File: src/rtl/pc_sequencer_if.sv
// pc_sequencer_if - control/status bundle for pc_sequencer.
//
// master : pipeline control side (drives stall/redirect/call/ret, observes pc and RAS flags)
// slave  : the sequencer itself
//
// Signals:
//   stall            hold PC
//   redirect_valid   load redirect_target
//   redirect_target  redirect destination (WIDTH bits)
//   call             with redirect_valid, push pc+INC as return address
//   ret              pop RAS top into PC
//   pc               registered current PC
//   pc_plus          pc+INC, mod 2^WIDTH
//   ras_empty        return-address stack holds no entries
//   ras_full         return-address stack holds RAS_DEPTH entries
//   ras_err          sticky underflow/overflow flag
interface pc_sequencer_if #(
    parameter int unsigned WIDTH = 32
);
    logic             stall;
    logic             redirect_valid;
    logic [WIDTH-1:0] redirect_target;
    logic             call;
    logic             ret;
    logic [WIDTH-1:0] pc;
    logic [WIDTH-1:0] pc_plus;
    logic             ras_empty;
    logic             ras_full;
    logic             ras_err;

    modport master (
        output stall, redirect_valid, redirect_target, call, ret,
        input  pc, pc_plus, ras_empty, ras_full, ras_err
    );

    modport slave (
        input  stall, redirect_valid, redirect_target, call, ret,
        output pc, pc_plus, ras_empty, ras_full, ras_err
    );
endinterface

File: src/rtl/pc_sequencer.sv
// pc_sequencer - WIDTH-bit program counter with stall, redirect and an
// optional circular return-address stack (RAS).
//
// Ports:
//   clock  system clock; all state updates on the falling edge
//   reset  asynchronous, active-low
//   bus    pc_sequencer_if.slave (stall/redirect/call/ret in, pc/pc_plus/RAS flags out)
//
// Next-PC priority: redirect > ret (RAS non-empty) > stall > increment.
//
// Build option: define PC_RAS_EN to compile in the return-address stack.
// Without it call/ret are ignored and the RAS flags are tied
// (ras_empty=1, ras_full=0, ras_err=0).
module pc_sequencer #(
    parameter int unsigned      WIDTH     = 32,
    parameter logic [WIDTH-1:0] RESET_VEC = '0,
    parameter int unsigned      INC       = 1,
    parameter int unsigned      RAS_DEPTH = 4
) (
    input  logic          clock,
    input  logic          reset,
    pc_sequencer_if.slave bus
);
    localparam logic [WIDTH-1:0] INC_W = WIDTH'(INC);

    logic [WIDTH-1:0] pc_reg;
    logic [WIDTH-1:0] pc_next;
    logic [WIDTH-1:0] pc_plus;

    // Carry-out is discarded: the sum is truncated to WIDTH bits.
    assign pc_plus     = pc_reg + INC_W;
    assign bus.pc      = pc_reg;
    assign bus.pc_plus = pc_plus;

    always_ff @(negedge clock or negedge reset) begin
        if (!reset) begin
            pc_reg <= RESET_VEC;
        end else begin
            pc_reg <= pc_next;
        end
    end

`ifdef PC_RAS_EN
    localparam int unsigned  PTR_W    = (RAS_DEPTH > 1) ? $clog2(RAS_DEPTH) : 1;
    localparam logic [PTR_W:0] FULL_CNT = (PTR_W + 1)'(RAS_DEPTH);

    logic [WIDTH-1:0] ras_mem [RAS_DEPTH];
    logic [PTR_W-1:0] wr_ptr_reg;
    logic [PTR_W-1:0] wr_ptr_next;
    logic [PTR_W-1:0] top_ptr;
    logic [PTR_W:0]   count_reg;
    logic [PTR_W:0]   count_next;
    logic             empty_reg;
    logic             full_reg;
    logic             err_reg;
    logic             err_next;
    logic             push;

    // The write pointer always points one past the most recent push, so the
    // top entry sits just below it (modulo depth).
    assign top_ptr = wr_ptr_reg - PTR_W'(1);

    always_comb begin
        pc_next     = pc_plus;
        push        = 1'b0;
        wr_ptr_next = wr_ptr_reg;
        count_next  = count_reg;
        err_next    = err_reg;
        if (bus.redirect_valid) begin
            pc_next = bus.redirect_target;
            if (bus.call) begin
                push        = 1'b1;
                wr_ptr_next = wr_ptr_reg + PTR_W'(1);
                // A push on a full stack lands on the oldest slot; occupancy
                // stays saturated and the overflow is recorded.
                if (count_reg == FULL_CNT) begin
                    err_next = 1'b1;
                end else begin
                    count_next = count_reg + (PTR_W + 1)'(1);
                end
            end
        end else if (bus.ret && !empty_reg) begin
            pc_next     = ras_mem[top_ptr];
            wr_ptr_next = top_ptr;
            count_next  = count_reg - (PTR_W + 1)'(1);
        end else begin
            // A ret on an empty stack is an underflow; the PC then behaves
            // as if ret had not been asserted.
            if (bus.ret) begin
                err_next = 1'b1;
            end
            if (bus.stall) begin
                pc_next = pc_reg;
            end
        end
    end

    always_ff @(negedge clock or negedge reset) begin
        if (!reset) begin
            wr_ptr_reg <= '0;
            count_reg  <= '0;
            empty_reg  <= 1'b1;
            full_reg   <= 1'b0;
            err_reg    <= 1'b0;
        end else begin
            wr_ptr_reg <= wr_ptr_next;
            count_reg  <= count_next;
            empty_reg  <= (count_next == '0);
            full_reg   <= (count_next == FULL_CNT);
            err_reg    <= err_next;
        end
    end

    // Stack storage carries no reset; entries are only read when occupancy
    // says they are valid.
    always_ff @(negedge clock) begin
        if (reset && push) begin
            ras_mem[wr_ptr_reg] <= pc_plus;
        end
    end

    assign bus.ras_empty = empty_reg;
    assign bus.ras_full  = full_reg;
    assign bus.ras_err   = err_reg;
`else
    always_comb begin
        pc_next = pc_plus;
        if (bus.redirect_valid) begin
            pc_next = bus.redirect_target;
        end else if (bus.stall) begin
            pc_next = pc_reg;
        end
    end

    assign bus.ras_empty = 1'b1;
    assign bus.ras_full  = 1'b0;
    assign bus.ras_err   = 1'b0;

    // call/ret have no effect without the stack.
    logic unused_ras_inputs;
    assign unused_ras_inputs = &{1'b0, bus.call, bus.ret};
`endif

endmodule

File: src/flat_wrapper.sv
// flat-port wrapper written by rule: the top's interface ports become plain ports
module pc_sequencer_flat 
#(
    parameter int unsigned      WIDTH     = 32,
    parameter logic [WIDTH-1:0] RESET_VEC = '0,
    parameter int unsigned      INC       = 1,
    parameter int unsigned      RAS_DEPTH = 4
)
  (clock, reset, bus_stall, bus_redirect_valid, bus_redirect_target, bus_call, bus_ret, bus_pc, bus_pc_plus, bus_ras_empty, bus_ras_full, bus_ras_err);
  pc_sequencer_if #(.WIDTH(WIDTH)) bus_i ();
  input  logic clock;
  input  logic reset;
  input wire logic [$bits(bus_i.stall)-1:0] bus_stall;
  input wire logic [$bits(bus_i.redirect_valid)-1:0] bus_redirect_valid;
  input wire logic [$bits(bus_i.redirect_target)-1:0] bus_redirect_target;
  input wire logic [$bits(bus_i.call)-1:0] bus_call;
  input wire logic [$bits(bus_i.ret)-1:0] bus_ret;
  output wire logic [$bits(bus_i.pc)-1:0] bus_pc;
  output wire logic [$bits(bus_i.pc_plus)-1:0] bus_pc_plus;
  output wire logic [$bits(bus_i.ras_empty)-1:0] bus_ras_empty;
  output wire logic [$bits(bus_i.ras_full)-1:0] bus_ras_full;
  output wire logic [$bits(bus_i.ras_err)-1:0] bus_ras_err;
  assign bus_i.stall = bus_stall;
  assign bus_i.redirect_valid = bus_redirect_valid;
  assign bus_i.redirect_target = bus_redirect_target;
  assign bus_i.call = bus_call;
  assign bus_i.ret = bus_ret;
  assign bus_pc = bus_i.pc;
  assign bus_pc_plus = bus_i.pc_plus;
  assign bus_ras_empty = bus_i.ras_empty;
  assign bus_ras_full = bus_i.ras_full;
  assign bus_ras_err = bus_i.ras_err;
  pc_sequencer #(.WIDTH(WIDTH), .RESET_VEC(RESET_VEC), .INC(INC), .RAS_DEPTH(RAS_DEPTH)) u_core (.clock(clock), .reset(reset), .bus(bus_i));
endmodule
File: config.mk
export PLATFORM = sky130hd
export DESIGN_NAME = pc_sequencer_flat
export DESIGN_NICKNAME = d
export VERILOG_FILES = /design/src/rtl/pc_sequencer_if.sv /design/src/rtl/pc_sequencer.sv /design/src/flat_wrapper.sv
export SDC_FILE = /design/constraint.sdc
export NUM_CORES = 1
export LEC_CHECK = 0
export ABC_CLOCK_PERIOD_IN_PS = 2550
export CORE_UTILIZATION = 39
export CTS_CLUSTER_DIAMETER = 30
export CTS_CLUSTER_SIZE = 20
export DETAILED_ROUTE_END_ITERATION = 8
export HOLD_SLACK_MARGIN = 0.15
export PLACE_DENSITY = 0.86
export SKIP_CTS_REPAIR_TIMING = 1
export SYNTH_ARGS = -nofsm -noshare
export SYNTH_HDL_FRONTEND = slang
export SYNTH_SLANG_ARGS = --single-unit
File: constraint.sdc
create_clock -name clock -period 2.55 [get_ports clock]
set_input_delay 0.765 -clock clock [delete_from_list [all_inputs] [get_ports clock]]
set_output_delay 0.765 -clock clock [all_outputs]
set_load 0.1 [all_outputs]
==> impl_metrics.ini, run 1 <==
[synth]
seq_area_frac_synth_pct = 33.3
synthesis.area_um2 = 2400
yosysUniqueCellTypes = 40
synthCells = 302
synth_edf_count = 0
yosysWarnings = 0
async_reset_ff_share_pct = 100
synth_flop_cell = dfrtn_1
synth_seq_cells = 32
synth.avg_cell_area_um2 = 7.96

[floorplan]
initial_core_util_pct = 40.6
io_pins = 105
die_x_um = 80.5
fp.dieH_um = 80.5
core.rowCount = 28

[placement]
preCtsSetupSlack_ns = -1.57
placed_cell_area_um2 = 5400
post-dp-hpwl_um = 8400
port_buffers = 99
globalplace.congestion = 0.881

[clock_network]
cts_sinks = 32
cts.htree.levels = 2
cts_buffers = 5
clock_path_buffers = 2
cts_root_buffer = clkbuf_8

[status]
lastStage = 5_1_grt
status = aborted with a tool error
stop_error = [ERROR DPL-0038] Utilization greater than 100%, impossible to legalize

[sta]
endpoint_type = output port
postGrtWorstEndpoint = bus_pc_plus[28]

[grt]
grt_max_degree = 33
cell usage after synthesis (all sizes together) (3+ instances only):
cell type  count  area share, %
inv            5           0.78
dfrtn         32             33
nor2          36            5.6
o21ai         19            4.0
or3           10            2.6
nand2         32            5.0
nand3         17            3.7
xnor2         25            9.1
nor4           5            1.6
o41ai          3            1.1
nor3           9            1.9
o31ai          6            1.9
xor2          17            6.2
or4            9            3.0
clkbuf        13            2.1
a31oi         15            3.9
and3           3           0.78
buf           12            2.7
nand4         13            4.0
metrics by stage:
stage	cells	hold WS, ns
after floorplan	303	1.06
after global placement	548	0.589
after detailed placement	548	0.597
after CTS	556	0.659
cells by family after synthesis:
logic type	share of synthesized area (%)
simple gates	32.1
compound gates	12.4
xor+xnor	15.3
flops	33.3
buf+inv	5.57
other cells	0.312
fa+ha+maj	0.520
mux	0.416
==> inputs of run 2 (changes only) <==
==> config.mk (replaced) <==
export PLATFORM = sky130hd
export DESIGN_NAME = pc_sequencer_flat
export DESIGN_NICKNAME = d
export VERILOG_FILES = /design/src/rtl/pc_sequencer_if.sv /design/src/rtl/pc_sequencer.sv /design/src/flat_wrapper.sv
export SDC_FILE = /design/constraint.sdc
export NUM_CORES = 1
export LEC_CHECK = 0
export ABC_CLOCK_PERIOD_IN_PS = 3300
export CORE_UTILIZATION = 25
export DETAILED_ROUTE_END_ITERATION = 8
export PLACE_DENSITY_LB_ADDON = 0.15
export SKIP_CTS_REPAIR_TIMING = 1
export SYNTH_ARGS = -nofsm -noshare
export SYNTH_HDL_FRONTEND = slang
export SYNTH_SLANG_ARGS = --single-unit
==> constraint.sdc (replaced) <==
create_clock -name clock -period 3.3 [get_ports clock]
set_input_delay 0.99 -clock clock [delete_from_list [all_inputs] [get_ports clock]]
set_output_delay 0.99 -clock clock [all_outputs]
set_load 0.1 [all_outputs]
==> run 2 against run 1 <==
  * Synthesized cell count did not move
  * The flow now finishes, with violations (setup timing)
  * Area after synthesis did not move
==> impl_metrics.ini, run 2 <==
[clock_network]
cts_buffers = 5
clk_latency_ns = 0.29
cts_root_buffer = clkbuf_8
cts.htree.levels = 2
clock_path_buffers = 2
cts_tree = yes
cts_sinks = 32
clk_pin_slew_worst_paths_ns = 0.05

[critical_path]
worst_setup_path_end_kind = primary output
crit_type = reg2out
crit_required_ns = 2.31
arrival_ns = 3.91
crit_fanout = 7
r2r_slack_ns = 1.01
critPathLaunchType = register

[cells_and_area]
area_growth_pct = 164
drive_gt1_share_pct = 57.0
finalNetCount = 540
final_area_um2 = 6360
largest_register_ffs = 32
num_antenna_cells = 0
final_common_cell = buf_12
final_cell_mix = buf_12 (70), buf_4 (63), buf_6 (43), clkdlybuf4s50_1 (33), dfrtn_1 (32)

[detailed_routing]
drt_pass1_iterations = 4
routedWlPerCell_um = 15.6
wl_met2_um = 4870
wl_met3_um = 577
drtAntennaViolNets = 0
dr.max_layer_used = met4
routed_wirelength_um = 9830
vias = 3088
initialDrtViolationCount = 116
drc = 0
m1WireLength_um = 4280
viasPerCell = 4.89

[sta]
rsz0062_at_grt = true
setup_violations = 88
worst_slack_ns = -1.60
hold_viol_final = 0
skew_ns = 0.00645
drv_slew = 0
timing.hold.ws_ns = 0.672

[placement]
port_buffers = 99
placed_cell_area_um2 = 5450
globalplace.congestion = 0.836
post-dp-hpwl_um = 7170

[synth]
yosysWarnings = 0
synth.avg_cell_area_um2 = 7.96
async_reset_ff_share_pct = 100
synth_flop_cell = dfrtn_1
synthMostInstantiatedCell = nor2_1
synthCells = 302
synth_top_area_share_pct = 33.3
yosysUniqueCellTypes = 40
synth_top_area_cell = dfrtn_1
synth_common_cells = nor2_1 (36), dfrtn_1 (32), nand2_1 (32)
synth_edf_count = 0
synthesis.area_um2 = 2400
seq_area_frac_synth_pct = 33.3
yosys-top-cells-area = dfrtn_1 (33%), xnor2_1 (9.1%), xor2_1 (6.2%)
synth_seq_cells = 32

[status]
violations = setup timing
status = finished with violations

[floorplan]
die_x_um = 100
core.rowCount = 35
io_pins = 105
initial_core_util_pct = 25.9
core_um2 = 9280
dieArea_um2 = 10000
fp.dieH_um = 100

[grt]
grt_max_degree = 33
grt_pass1_wl_um = 14900
track_usage_pct = 18.7
antenna_found_initial = 0
grt_pass1_vias = 3045
gr-total-overflow = 0

[power_and_ir_drop]
p_leak_nw = 2.62
p_per_area_nw_per_um2 = 370
peakVddDrop_mv = 0.257

[hold_path]
worst_hold_path_type = reg2reg

[flow_run]
drv_cap = 0
-- run 2: cell counts after synthesis --
No cell type changed its count.
-- run 2: layout make-up --
class                           instances  area (um2)
Multi-Input combinational cell        242        2510
Sequential cell                        32         801
Clock inverter                          2        10.0
Inverter                                5        18.8
Tap cell                              129         161
Timing Repair Buffer                  215        2780
Fill cell                             687        2930
Clock buffer                            6        82.6
-- run 2: final timing paths --
check | startpoint | endpoint | depth (start not counted)
setup / recovery | u_core.bus.pc[0] | bus_pc_plus[21] | 6
hold / removal | u_core.bus.pc[5] | u_core.bus.pc[5] | 3
setup reg to reg | u_core.bus.pc[1] | u_core.bus.pc[28] | 7
hold reg to reg | u_core.bus.pc[5] | u_core.bus.pc[5] | 3
max in group asynchronous | reset | u_core.bus.pc[18] | 2
min in group asynchronous | reset | u_core.bus.pc[31] | 2
-- run 2: cell families after synthesis --
| kind of cell | Yosys count | synth area share (%) |
|---|---|---|
| AND/OR/NAND/NOR | 146 | 32.1 |
| AO/OA/AOI/OAI | 48 | 12.4 |
| XOR/XNOR | 42 | 15.3 |
| flip-flops | 32 | 33.3 |
| buffers and inverters | 30 | 5.57 |
| other | 2 | 0.312 |
| adder cells (fa/ha/maj) | 1 | 0.520 |
| multiplexers | 1 | 0.416 |
-- run 2: metrics by stage --
step / worst slack (ns) / utilization, % / TNS (ns) / power [mW] / std cells
after global routing: -1.66 / 68.5 / -62.28 / 2.43 / 631
after CTS: -1.66 / 59.7 / -74.10 / 2.25 / 609
after floorplan: -2.42 / - / -88.42 / 1.37 / 303
after detailed placement: -1.35 / 58.7 / -63.73 / 1.93 / 601
final: -1.60 / 68.5 / -58.22 / 2.35 / 631
after global placement: -1.31 / 58.7 / -62.12 / 1.92 / 601
-- run 2: routing by layer --
layer | global-route usage, % | up-vias
met5 | 0 | -
met4 | 4.24 | 0
met3 | 4.39 | 8
met2 | 31.4 | 109
met1 | 24.7 | 1499
li1 | - | 1472
-- run 2: critical path, cell delays in order (launching register included) --
cell and delay, ns:
dfrtn_1 0.50, nand4_4 0.13, or4_4 0.55, buf_6 0.16
nor3_4 0.24, xor2_4 0.18, buf_12 0.19
-- run 2: power breakdown --
part | total (mW) | internal [mW] | switching, mW
registers | 0.479 | 0.435 | 0.0444
logic | 1.55 | 0.612 | 0.939
clock network | 0.321 | 0.167 | 0.154
total | 2.35 | 1.21 | 1.14
Power figures use the tool's default switching activity.
==> RTL edit, RTL diff (settings of run 2) <==
Build with the macro `PC_RAS_EN` defined.
--- a/src/rtl/pc_sequencer.sv
+++ b/src/rtl/pc_sequencer.sv
@@ -11,6 +11,8 @@
 // Build option: define PC_RAS_EN to compile in the return-address stack.
 // Without it call/ret are ignored and the RAS flags are tied
 // (ras_empty=1, ras_full=0, ras_err=0).
+`define PC_RAS_EN
+
 module pc_sequencer #(
     parameter int unsigned      WIDTH     = 32,
     parameter logic [WIDTH-1:0] RESET_VEC = '0,
Behaviour: not the same (a bounded check fails within 4 cycles, from zero or initial values and one cycle with reset low).
==> RTL edit against run 2 <==
The run ends with design-rule violations, negative setup slack left; synthesized area rose to 3.3 times the old value; hold slack got worse by 0.15 ns; critical path depth rose by 1; design area is 130% higher; count of clock-buffer cells in the layout is 13 higher; setup slack got worse by 0.098 ns; total power rose to 6.3 times the old value; die area rose to 3.2 times the old value; routed wire length grew to 2.9 times the old value; sequential cell count is 136 higher; clock skew up 0.062 ns; critical endpoint is now bus_pc_plus[14]; highest routed layer unchanged.
==> RTL edit: results <==
[timing]
holdWs_ns = 0.520
setup_slack_ns = -1.70
finClkSkew_ns = 0.0683
finalSetupViolations = 229
fin_setup_tns_ns = -82.69

[critical_path]
startpoint = u_core.bus.pc[8]$_DFFE_NN0P_
r2r_slack_ns = 0.80
cp-endpoint = bus_pc_plus[14]
cp.arrival_ns = 4.01
slowest_stage = dfrtn_1
r2r-end = u_core.bus.pc[30]$_DFFE_NN0P_
max_stage_delay_ns = 0.47
r2r_start = u_core.wr_ptr_reg[1]$_DFFE_NN0P_

[place]
gp_congestion = 0.771
port-buffer-count = 104
dpl_worst_slack_ns = -1.38

[run_status]
status = finished, violations left
violations = design-rule violations, negative setup slack

[hold_path]
hp-start = u_core.bus.ras_err$_DFFE_NN0P_
holdPathStages = 1
holdPathEnd = u_core.bus.ras_err$_DFFE_NN0P_

[clock_network]
cts_root_buffer = clkbuf_16
clk_latency_ns = 0.47
cts_max_level = 4
numCtsBuffers = 17

[grt]
grt_pass1_wl_mm = 40.9
grt_max_degree = 36
grt_use_total_pct = 17.0
grt_pass1_vias = 6818

[layout]
layout-drive-gt1-share_pct = 49.3
nets = 1063
fillers = 2694

[pwr]
p_leak_nw = 6.33
pg_comb_mw = 8.97
vdd_drop_max_uv = 713

[detailed_routing]
drcViolationCount = 14
firstDrtPassIters = 6
detail_route.wirelength_mm = 28.7
via_per_inst = 4.71
drtIter0Drc = 404

[synthesis]
synth_edf_count = 128
yosysUniqueCellTypes = 64
synth_fa_ha_area_share_pct = 1.27
synthXorXnorAreaFrac_pct = 3.78
synth_top_family_by_area = compound AO/OA/AOI/OAI gates
synthTopCellsByCount = edfxtp_1 (128), dfrtn_1 (39), nor2_1 (34), nand2_1 (31), a21oi_1 (30)
synth.top_cell.area_share_pct = 48.8
synthTopCellsByArea = edfxtp_1 (49%), dfrtn_1 (12%), mux4_2 (4.9%)
synth-async-reset-ratio_pct = 23.8
avgSynthCellArea_um2 = 13.6
synth_compound_area_share_pct = 11.0
synthMuxAreaShare_pct = 8.99
yosysSeqAreaShare_pct = 61.5
yosysWarningCount = 0
## RTL edit: area by class of cell
type	instances	area (µm²)	area share (%)
Sequential cell	168	4850	32.9
Multi-Input combinational cell	361	4270	29.0
Timing Repair Buffer	322	3940	26.7
Clock inverter	142	623	4.23
Tap cell	396	495	3.36
Clock buffer	19	475	3.23
Inverter	18	83.8	0.569
## RTL edit: logic make-up (layout without fill, tap and decap cells)
logic type / Yosys count / after routing
DFF: 168 / 168
muxes: 49 / 49
adders and majority gates: 8 / 8
xor gates and xnor gates: 34 / 34
AOI/OAI and AO/OA: 127 / 128
and+or+nand+nor: 142 / 142
buffers and inverters: 50 / 501
## RTL edit: per-layer routing
layer | share of wire, % | GRT usage, % | up-vias
li1 | - | - | 3121
met1 | 44 | 22.1 | 3407
met2 | 50 | 28.9 | 166
met3 | 3.6 | 2.61 | 26
met4 | 1.8 | 5.31 | 0
met5 | 0 | 0 | -
